<file path="src/rtl/poly_lane_combiner.sv">
// poly_lane_combiner
//   Combines a sparse, index-tagged polynomial product stream with dense,
//   index-aligned e and b streams into lane-packed sums. Each of LANES lanes
//   is computed modulo 2^LANE_W with no carry between lanes:
//     s = b + e + p   (mode 0)      s = b + e - p   (mode 1)
//   where p = poly lo half (or 0 when the index is missing) plus the hi
//   "spill" half left behind by the poly word of the previous index.
//
// Ports
//   clk_in, rst_in          clock, asynchronous active-high reset
//   poly_valid/_in/_idx     poly word: [W-1:0] lo (this index), [2W-1:W] hi (index+1)
//   poly_ready              poly word consumed (MATCH or DROP)
//   e_valid/_in/_idx        dense e stream, index 0..DEPTH-1 in order
//   e_ready, b_ready        e and b consumed together (MATCH or FILL)
//   b_valid/_in             dense b stream, index implied equal to e_idx
//   mode_sub                add/subtract select, captured at the e_idx==0 consume
//   sum_ready               downstream ready
//   sum_valid/sum/sum_idx   registered result word and its index
//   sum_last                result word is index DEPTH-1
//
// Optional build macro PCOMB_STATS_EN adds drop_cnt / fill_cnt outputs
// (saturating per-frame DROP and FILL event counters).

module poly_lane_combiner #(
  parameter int LANES  = 4,
  parameter int LANE_W = 6,
  parameter int DEPTH  = 784,
  parameter int IDX_W  = 10
) (
  input  logic                      clk_in,
  input  logic                      rst_in,
  input  logic                      poly_valid,
  input  logic [2*LANES*LANE_W-1:0] poly_in,
  input  logic [IDX_W-1:0]          poly_idx,
  output logic                      poly_ready,
  input  logic                      e_valid,
  input  logic [LANES*LANE_W-1:0]   e_in,
  input  logic [IDX_W-1:0]          e_idx,
  output logic                      e_ready,
  input  logic                      b_valid,
  input  logic [LANES*LANE_W-1:0]   b_in,
  output logic                      b_ready,
  input  logic                      mode_sub,
  input  logic                      sum_ready,
  output logic                      sum_valid,
  output logic [LANES*LANE_W-1:0]   sum,
  output logic [IDX_W-1:0]          sum_idx,
  output logic                      sum_last
`ifdef PCOMB_STATS_EN
  ,
  output logic [IDX_W-1:0]          drop_cnt,
  output logic [IDX_W-1:0]          fill_cnt
`endif
);

  localparam int                W        = LANES * LANE_W;
  localparam logic [IDX_W-1:0]  LAST_IDX = IDX_W'(DEPTH - 1);

  logic             sum_valid_q;
  logic [W-1:0]     sum_q;
  logic [W-1:0]     sum_d;
  logic [IDX_W-1:0] sum_idx_q;
  logic             sum_last_q;
  logic [W-1:0]     spill_q;
  logic [IDX_W-1:0] spill_idx_q;
  logic             spill_vld_q;
  logic             mode_q;

  logic out_free;
  logic streams_ok;
  logic fire_match;
  logic fire_fill;
  logic fire_drop;
  logic fire_emit;
  logic frame_start;
  logic spill_hit;
  logic mode_eff;

  // Stream decision: which of MATCH / FILL / DROP fires this cycle.
  always_comb begin
    out_free    = !sum_valid_q || sum_ready;
    streams_ok  = out_free && b_valid && e_valid;
    fire_match  = streams_ok && poly_valid && (poly_idx == e_idx);
    fire_fill   = streams_ok && poly_valid && (poly_idx > e_idx);
    // DROP only discards stale poly words, so it does not wait on the output.
    fire_drop   = poly_valid && (poly_idx < e_idx);
    fire_emit   = fire_match || fire_fill;
    frame_start = (e_idx == '0);
    // At frame start any leftover spill belongs to the previous frame.
    spill_hit   = spill_vld_q && !frame_start && (spill_idx_q == e_idx - IDX_W'(1));
    // The first word of a frame already uses the newly sampled mode.
    mode_eff    = frame_start ? mode_sub : mode_q;
  end

  assign poly_ready = fire_match || fire_drop;
  assign e_ready    = fire_emit;
  assign b_ready    = fire_emit;

  // Per-lane modular arithmetic for the word being emitted.
  always_comb begin
    logic [LANE_W-1:0] lo_l;
    logic [LANE_W-1:0] sp_l;
    logic [LANE_W-1:0] p_l;
    logic [LANE_W-1:0] be_l;
    sum_d = '0;
    for (int l = 0; l < LANES; l++) begin
      lo_l = fire_match ? poly_in[l*LANE_W +: LANE_W] : '0;
      sp_l = spill_hit ? spill_q[l*LANE_W +: LANE_W] : '0;
      p_l  = lo_l + sp_l;
      be_l = b_in[l*LANE_W +: LANE_W] + e_in[l*LANE_W +: LANE_W];
      if (mode_eff) begin
        sum_d[l*LANE_W +: LANE_W] = be_l - p_l;
      end else begin
        sum_d[l*LANE_W +: LANE_W] = be_l + p_l;
      end
    end
  end

  // Output register, spill register and frame mode register.
  always_ff @(posedge clk_in or posedge rst_in) begin
    if (rst_in) begin
      sum_valid_q <= 1'b0;
      sum_q       <= '0;
      sum_idx_q   <= '0;
      sum_last_q  <= 1'b0;
      spill_q     <= '0;
      spill_idx_q <= '0;
      spill_vld_q <= 1'b0;
      mode_q      <= 1'b0;
    end else begin
      if (fire_emit) begin
        sum_valid_q <= 1'b1;
        sum_q       <= sum_d;
        sum_idx_q   <= e_idx;
        sum_last_q  <= (e_idx == LAST_IDX);
      end else if (sum_ready) begin
        sum_valid_q <= 1'b0;
      end
      if (fire_match) begin
        spill_q     <= poly_in[2*W-1:W];
        spill_idx_q <= poly_idx;
        spill_vld_q <= 1'b1;
      end
      if (fire_emit && frame_start) begin
        mode_q <= mode_sub;
      end
    end
  end

  assign sum_valid = sum_valid_q;
  assign sum       = sum_q;
  assign sum_idx   = sum_idx_q;
  assign sum_last  = sum_last_q;

`ifdef PCOMB_STATS_EN
  logic [IDX_W-1:0] drop_cnt_q;
  logic [IDX_W-1:0] fill_cnt_q;

  // Saturating DROP/FILL counters, restarted by the first word of each frame.
  always_ff @(posedge clk_in or posedge rst_in) begin
    if (rst_in) begin
      drop_cnt_q <= '0;
      fill_cnt_q <= '0;
    end else if (fire_emit && frame_start) begin
      drop_cnt_q <= '0;
      fill_cnt_q <= fire_fill ? IDX_W'(1) : '0;
    end else begin
      if (fire_drop && (drop_cnt_q != '1)) begin
        drop_cnt_q <= drop_cnt_q + IDX_W'(1);
      end
      if (fire_fill && (fill_cnt_q != '1)) begin
        fill_cnt_q <= fill_cnt_q + IDX_W'(1);
      end
    end
  end

  assign drop_cnt = drop_cnt_q;
  assign fill_cnt = fill_cnt_q;
`endif

endmodule

</file>
<file path="config.mk">
export PLATFORM = sky130hd
export DESIGN_NAME = poly_lane_combiner
export DESIGN_NICKNAME = d
export VERILOG_FILES = /design/src/rtl/poly_lane_combiner.sv
export SDC_FILE = /design/constraint.sdc
export NUM_CORES = 1
export LEC_CHECK = 0
export BUFFER_PORTS_ARGS = -buffer_cell sky130_fd_sc_hd__buf_2
export CORE_UTILIZATION = 53
export CTS_BUF_LIST = sky130_fd_sc_hd__clkbuf_8
export CTS_CLUSTER_DIAMETER = 30
export DETAILED_ROUTE_END_ITERATION = 7
export PLACE_DENSITY = 0.8
export SETUP_SLACK_MARGIN = 0.1
export SLEW_MARGIN = 0
export SYNTH_ARGS = -nofsm -noshare
export SYNTH_HDL_FRONTEND = slang
export SYNTH_SLANG_ARGS = --single-unit
</file>
<file path="constraint.sdc">
create_clock -name clk_in -period 6.63 [get_ports clk_in]
set_input_delay 1.326 -clock clk_in [delete_from_list [all_inputs] [get_ports clk_in]]
set_output_delay 1.326 -clock clk_in [all_outputs]
set_load 0.05 [all_outputs]
</file>
* Yosys cells after proc, flatten, opt, wreduce, memory -nomap -nowiden
Index checks and enable logic that the tools add are counted.
** Storage, ports and cells
- Register bits after elaboration :: 72
- Input port bits :: 123
- Output and inout port bits :: 39
- Word-level logic and storage cells :: 61
** Cells by class
- Add/sub/neg operators :: 17
- Magnitude comparators :: 2
- Equality and inequality tests :: 3
- Mux-type cells :: 15
- Reductions and logical operators :: 16
** Operators with widths (number)
- adder 6 bit :: 12
- 2-to-1 mux 6 bit :: 12
- subtractor 6 bit :: 4
- == test 10 bit :: 2
- == test 10 bit, second input constant :: 1
- greater-than comparator 10 bit :: 1
- zero test 10 bit :: 1
- < comparator 10 bit :: 1
- subtractor 10 x 1 -> 10 bit, second input constant :: 1
- logical AND 1 bit :: 9
- logical OR 1 bit :: 3
- 2-to-1 mux 1 bit :: 3
- zero test 1 bit :: 2
- nonzero test 2 bit :: 1

* Logic depth before layout (Yosys ltp)
Gate-level depths: netlist of the first run.
- Depth in word-level cells :: 10
- Mapped depth :: 23
- Depth with buffers taken out :: 22

* Least setup slack after synthesis of the first run
OpenSTA, ideal clock, no wires.
- Path type :: in2reg
- Start point :: input e_idx[1]
- End point :: register sum_q[5], in the netlist sum[5]
- Setup time :: 0.125 ns
- Data arrival time :: 6.043 ns
- Required time :: 6.505 ns
- Path slack :: 0.462 ns
- Cell stages on the path :: 22
- Path buffers :: 1
- Cell sequence :: inv_1 > ha_1 > or4b_4 > a31oi_1 > o22ai_1 > or4_4 > a211oi_1 > clkbuf_1 > and2_1 > ha_1 > a211oi_1 > nor2_1 > xor2_1 > o21ai_0 > xor2_1 > ha_1 > or2_2 > o22ai_1 > xor2_1 > xnor2_1 > xnor3_1 > mux2_2
** On the way
- Word-level cells in the longest chain between the ends :: 8
- Elaborated cells between the ends (all ways) :: 18
- Classes of those cells :: add/sub: 4; order compare: 1; eq/ne: 2; mux: 4; reduce/logical: 7
** RTL lines
- start, declared :: RTL line 38 : input logic [IDX_W-1:0] e_idx,
- branches (longest 8 deep; another with subtractor 10 x 1 -> 10 bit)
- end signal, assigned :: RTL line 133 : sum_q <= sum_d;
- end, declared :: RTL line 60 : logic [W-1:0] sum_q;
Parallel ways; which one is timed is not known.
A chain may end at the register's enable or synchronous reset.

* Worst setup path in the final report of the first run
Same ends and word-level chain as after synthesis.

==> impl_metrics.yaml, run 1 <==
drt:
  avgViaCountPerCell: 5.27
  wl_um: 14600
  wl_per_cell_um: 14.5
  vias: 5314
  drtPass1Iterations: 5
  drc_errors: 0
  drtIter0Drc: 253
  drtAntennaViolNets: 0
floorplanning:
  die_area_mm2: 0.0120
  core_area_mm2: 0.0111
  ios: 162
  initial_core_util_pct: 55.5
  rows: 38
  fp.dieH_um: 110
  die_x_um: 110
yosys:
  synth-simple-area-share_pct: 19.7
  muxShareOfSynthArea_pct: 1.81
  post_synth_xor_area_fraction_pct: 12.0
  synthArstFlopShare_pct: 100
  ys_ff_latch: 72
  seq_area_frac_synth_pct: 29.3
  syn_avg_cell_area_um2: 8.72
  synthesis.area_mm2: 0.00615
  synthTopCellsByArea: "dfrtp_1, ha_1, nand2_1, xnor2_1, xor2_1"
  post-synth-top-area-cell: "dfrtp_1"
  syn_nets: 917
  syn_inst: 706
  synth_compound_area_share_pct: 14.1
  synth_top_area_share_pct: 29.3
  synth_warnings: 0
  synthAdderAreaFrac_pct: 19.4
  synth_edf_count: 0
  synth_top_flop_cell: "dfrtp_1"
  ys_types: 42
  synth_top_family_by_area: "simple AND/OR/NAND/NOR gates"
critical_path:
  critical-path-max-stage-delay_ns: 0.59
  reg2reg_slack_ns: 1.62
  cp_cell_sequence: "buf_2 -> inv_1 -> ha_1 -> or4b_4 -> a31oi_1 -> o22ai_1 -> or4_4 -> a211oi_4 -> buf_6 -> and2_1 -> ha_1 -> a211oi_2 -> nor2_1 -> xor2_1 -> o21ai_0 -> xor2_1 -> ha_1 -> or2_2 -> o22ai_2 -> xor2_1 -> xnor2_1 -> xnor3_1 -> mux2_2"
  critical_path.endpoint: "sum[5]"
  crit_start: "e_idx[1]"
  startpoint_type: "input port"
  crit_cells: 23
  critical_path_arrival_ns: 6.48
  r2r_start: "spill_idx_q[3]"
  crit_family: "simple AND/OR/NAND/NOR gates"
  r2r_end: "sum[5]"
  critPathRequiredTime_ns: 6.85
  r2r_cells: 20
  cp_slowest_cell: "or4_4"
  endpoint_kind: "flip-flop"
  cp_max_fo: 10
  path_buf_inv: 3
  crit_type: "in2reg"
clock_network:
  numCtsBuffers: 9
  cts-root-buf: "clkbuf_8"
  htree_levels: 3
  clk_latency_ns: 0.35
  path_clk_slew_ns: 0.08
  cts_tree: "built"
  clockBufferDepth: 2
  hold_buffers: 0
  cts.sinks: 72
sta:
  clock_skew_ns: 0.0116
  fmax_mhz: 160
  slew-limit-headroom_pct: 25.9
  final.setup.worst_slack_ns: 0.372
  slew_violations: 0
  rsz0062_at_grt: "no"
  finalSetupViolations: 0
  fin_crit_ns: 6.26
  tightest_slew_ns: 1.09
  hold_viol_final: 0
  setup_tns_ns: 0
  post-route-period-util_pct: 94.4
pwr:
  irDropWorstVdd_mv: 0.252
  swShare_pct: 41.4
  p_int_w: 0.000984
  pwr-share-clk_pct: 23.9
  p_seq_share_pct: 33.0
  pwr_density_cell_mw_per_mm2: 226
  combPwrFrac_pct: 43.0
  p_switching_w: 0.000695
  finalPower_w: 0.00168
  leakage_nw: 3.95
global_routing:
  met2_usage_pct: 37.1
  grt_usage_pct: 24.7
  grt_use_met1_pct: 36.3
  gr-total-overflow: 0
  gr-usage-met3_pct: 3.79
  grt_pass1_vias: 4869
  antenna_found_initial: 0
  grt_max_degree: 73
  grt_first_pass_wirelength_um: 22900
  busiest_layer: "met2"
place:
  gp_congestion: 0.880
  placed_area_mm2: 0.00711
  dp_cells: 990
  dp_hpwl_um: 11600
  io_buffers: 161
  place_ws_ns: -0.0123
final_layout:
  fin_nets: 1074
  diodes: 0
  final_layout_size_suffix_gt1_share_pct: 24.0
  final_area_mm2: 0.00741
  area_growth_pct: 20.5
  fin_cells: 1008
job:
  cap_viol_max_count: 0
run_status:
  status: "finished clean"
min_path:
  holdCritPathClass: "reg2reg"
## cell families after synthesis
family                     Yosys count
AOI/OAI and AO/OA                  140
xor gates and xnor gates            78
adders and majority gates           88
buffers and inverters               60
DFF                                 72
muxes                               10
and+or+nand+nor                    258
## cells in the mapped netlist (4+ instances only)
cell       instances
nand2_1          139
ha_1              76
dfrtp_1           72
o21ai_0           41
xnor2_1           41
and2_1            40
a21oi_1           36
inv_1             36
xor2_1            33
nor2_1            26
clkbuf_1          22
a21o_1            19
nand2b_1          15
a211oi_1          12
fa_1              12
nand3_1           10
mux2_2             9
nand4_1            9
o21bai_1           8
o31ai_1            8
a2111oi_1          4
nor3_1             4
xnor3_1            4
## state kept, by name, indices dropped and copies added (netlist names)
signal,flops
spill_q,24
sum,24
spill_idx_q,10
sum_idx,10
mode_q,1
spill_vld_q,1
sum_last,1
sum_valid,1
## layout make-up
type | count | area (um^2)
multi-input combinational | 574 | 4180
inverter | 36 | 135
tap | 140 | 175
timing repair buffer | 170 | 893
fill | 930 | 3660
clock inverter | 5 | 80.1
clock buffer | 11 | 151
sequential | 72 | 1800
## power by group through the flow
stage / registers [W] / logic [W] / clock network, W
6_report: 0.000555 / 0.000723 / 0.000402
5_1_grt: 0.000566 / 0.000779 / 0.000426
4_1_cts: 0.000556 / 0.000719 / 0.000410
3_5_place_dp: 0.000564 / 0.000716 / 0
3_3_place_gp: 0.000561 / 0.000706 / 0
2_1_floorplan: 0.000828 / 0.000263 / 0
## through the flow
step	hold WS (ns)	utilization (%)
after floorplan	0.430	-
after global placement	0.443	64.2
after detailed placement	0.449	64.2
after CTS	0.467	66.3
after global routing	0.481	66.9
final	0.461	66.9
## what timing repair did
item	4_1_cts	5_1_grt
setup buffers	0	1
resized for setup	0	12
endpoints found under the setup margin	0	3
## worst min path at each step
stage,startpoint,end,slack [ns],depth (start not counted)
3_3_place_gp,spill_q[13],spill_q[13],0.44,2
4_1_cts,spill_q[4],spill_q[4],0.47,2
5_1_grt,spill_q[4],spill_q[4],0.48,2
3_5_place_dp,spill_q[4],spill_q[4],0.45,2
2_1_floorplan,spill_q[0],spill_q[0],0.43,2
6_report,spill_q[4],spill_q[4],0.46,2
## metal layers
| layer | part of all wire, % | vias to the layer above |
|---|---|---|
| met1 | 49 | 2416 |
| met3 | 5.7 | 20 |
| li1 | - | 2722 |
| met2 | 44 | 156 |
| met5 | 0 | - |
| met4 | 2.0 | 0 |
## worst min-delay path: cells and delay by family (launching register included)
kind             cells  cell delay (ns)
flip-flops           1             0.34
AND/OR/NAND/NOR      2             0.10
## layout by cell type, fill, tap and decap left out, types with 3 or more instances in the layout
master     Yosys  routed
a2111oi_1      4       4
a211oi_1      12      10
a21o_1        19      19
a21oi_1       36      34
a31oi_1        3       3
and2_1        40      40
and4_1         3       3
buf_2          0     161
buf_4          1       6
clkbuf_8       0      11
dfrtp_1       72      72
fa_1          12      12
ha_1          76      75
inv_1         36      36
mux2_2         9       9
nand2_1      139     139
nand2b_1      15      15
nand3_1       10      10
nand4_1        9       9
nor2_1        26      26
nor3_1         4       3
o21a_1         3       3
o21ai_0       41      40
o21bai_1       8       8
o31ai_1        8       8
xnor2_1       41      40
xnor3_1        4       4
xor2_1        33      33
Power figures use the tool's default switching activity.
==> run 2: changes to the inputs <==
- BUFFER_PORTS_ARGS: -buffer_cell sky130_fd_sc_hd__buf_2 -> -buffer_cell sky130_fd_sc_hd__buf_4
- SLEW_MARGIN: 0 -> not set
==> run 2 against run 1 <==
Compared with the run above: count of clock-buffer cells in the layout is the same; clock skew is 0.0019 ns higher; sequential cell count is the same; cell count rose by 0.20%; wire length up 12%; maximum frequency shrank 0.65%; first-iteration DRC count fell by 3.6%; largest cell class unchanged; worst hold slack improved by 0.0049 ns; utilization grew 3.9 points; register-to-register slack got worse by 0.05 ns.
==> impl_metrics.yaml, run 2 (synthesis results as in run 1) <==
sta:
  fin_crit_ns: 6.30
  finalHoldWorstSlack_ns: 0.466
  rsz0062_at_grt: "no"
  fmax_mhz: 159
  clock_skew_ns: 0.0135
  slew_violations: 0
  post-route-period-util_pct: 95.0
  tightest_slew_ns: 1.11
  slew-limit-headroom_pct: 24.3
  hold_viol_final: 0
  finalSetupViolations: 0
drt:
  wl_per_cell_um: 16.3
  vias: 5509
  drtIter0Drc: 244
  drtAntennaViolNets: 0
  wl_um: 16400
  drtPass1Iterations: 5
  avgViaCountPerCell: 5.45
  drc_errors: 0
critical_path:
  startpoint_type: "input port"
  endpoint_kind: "flip-flop"
  cp_slowest_cell: "or4_4"
  critical_path_arrival_ns: 6.55
  path_buf_inv: 4
  crit_family: "adder cells"
  cp_cell_sequence: "buf_4 -> inv_1 -> ha_2 -> or4b_4 -> a31oi_1 -> o22ai_1 -> or4_4 -> a211oi_4 -> buf_6 -> and2_1 -> ha_1 -> fa_1 -> inv_1 -> ha_1 -> a21oi_1 -> ha_1 -> nand2b_1 -> a21oi_1 -> o22ai_1 -> xor2_1 -> xnor2_1 -> xnor3_1 -> mux2_2"
  critical-path-max-stage-delay_ns: 0.59
  cp_common_cell: "ha_1"
  critPathRequiredTime_ns: 6.88
  crit_type: "in2reg"
  cp_max_fo: 10
clock_network:
  cts.sinks: 72
  cts_tree: "built"
  numCtsBuffers: 9
  clockBufferDepth: 2
  cts-root-buf: "clkbuf_8"
  hold_buffers: 0
  path_clk_slew_ns: 0.09
  htree_levels: 3
  clk_latency_ns: 0.36
final_layout:
  area_growth_pct: 27.5
  final_common_cell: "buf_4"
  final_layout_size_suffix_gt1_share_pct: 24.0
  final_cell_mix: "buf_4, nand2_1, ha_1, dfrtp_1, xnor2_1"
  fin_nets: 1076
  fill_cells: 860
  fin_cells: 1010
  diodes: 0
min_path:
  holdCritPathClass: "reg2reg"
global_routing:
  antenna_found_initial: 0
  grt_usage_pct: 28.4
  grt_max_degree: 73
  grt_use_met1_pct: 39.0
  busiest_layer: "met2"
  gr-usage-met3_pct: 4.56
  gr-total-overflow: 0
  grt_first_pass_wirelength_um: 25900
  grt_pass1_vias: 5369
  met2_usage_pct: 45.4
place:
  io_buffers: 161
  dp_cells: 992
  gp_congestion: 0.885
  dp_hpwl_um: 13100
pwr:
  pwr_density_cell_mw_per_mm2: 230
  leakage_nw: 4.09
  irDropWorstVdd_mv: 0.228
floorplanning:
  die_x_um: 110
  fp.dieH_um: 110
  core_area_mm2: 0.0111
  die_area_mm2: 0.0120
  rows: 38
  ios: 162
  initial_core_util_pct: 55.5
job:
  cap_viol_max_count: 0
run_status:
  status: "finished clean"
==> run 2: power by group <==
group          internal (W)  total (W)  switching [W]
combinational      0.000302   0.000794       0.000492
clock              0.000270   0.000446       0.000176
sequential         0.000515   0.000564      0.0000487
==> run 2: path summary, 6_finish.rpt <==
kind                                start              to  slack [ns]  cells after the start
max                              e_idx[1]          sum[5]        0.33                     23
min                           spill_q[13]     spill_q[13]        0.47                      2
max reg2reg                spill_idx_q[3]          sum[5]        1.57                     20
min reg2reg                   spill_q[13]     spill_q[13]        0.47                      2
max in group asynchronous          rst_in         sum[18]        4.77                      3
min in group asynchronous          rst_in  spill_idx_q[9]        1.26                      3
==> run 2: per-stage QoR <==
| step | utilization (%) | total power (W) | cell area [um^2] | setup TNS (ns) | worst slack (ns) |
|---|---|---|---|---|---|
| global route | 70.8 | 0.00189 | 7850 | 0 | 0.0879 |
| CTS | 70.2 | 0.00181 | 7780 | 0 | 0.331 |
| global placement | 67.9 | 0.00134 | 7530 | 0 | 0.138 |
| detailed placement | 67.9 | 0.00136 | 7530 | -0.0858 | -0.0551 |
| finish | 70.8 | 0.00180 | 7850 | 0 | 0.330 |
| floorplan | - | 0.00109 | 6150 | 0 | 0.462 |
==> run 2: worst min-delay path: stages (launching register included) <==
cell and delay, ns:
dfrtp_1 0.34, nand2_1 0.05, nand2_1 0.05
==> run 2: per-layer routing <==
metal | vias to the layer above | wire length [um]
li1 | 2725 | -
met1 | 2603 | 7670
met2 | 154 | 7610
met3 | 27 | 788
met4 | 0 | 355
met5 | - | 0
==> run 2: layout make-up <==
class | count | area, um^2 | area share (%)
clock buffers | 11 | 151 | 1.93
inverters | 36 | 135 | 1.72
multi-input cells | 574 | 4170 | 53.1
clock inverters | 5 | 103 | 1.31
repair buffers | 172 | 1310 | 16.7
flip-flops and latches | 72 | 1800 | 23.0
well taps | 140 | 175 | 2.23
==> run 2: timing repair <==
action	CTS	global route
resized for setup	0	10
endpoints found under the setup margin	0	4
setup buffers	0	1
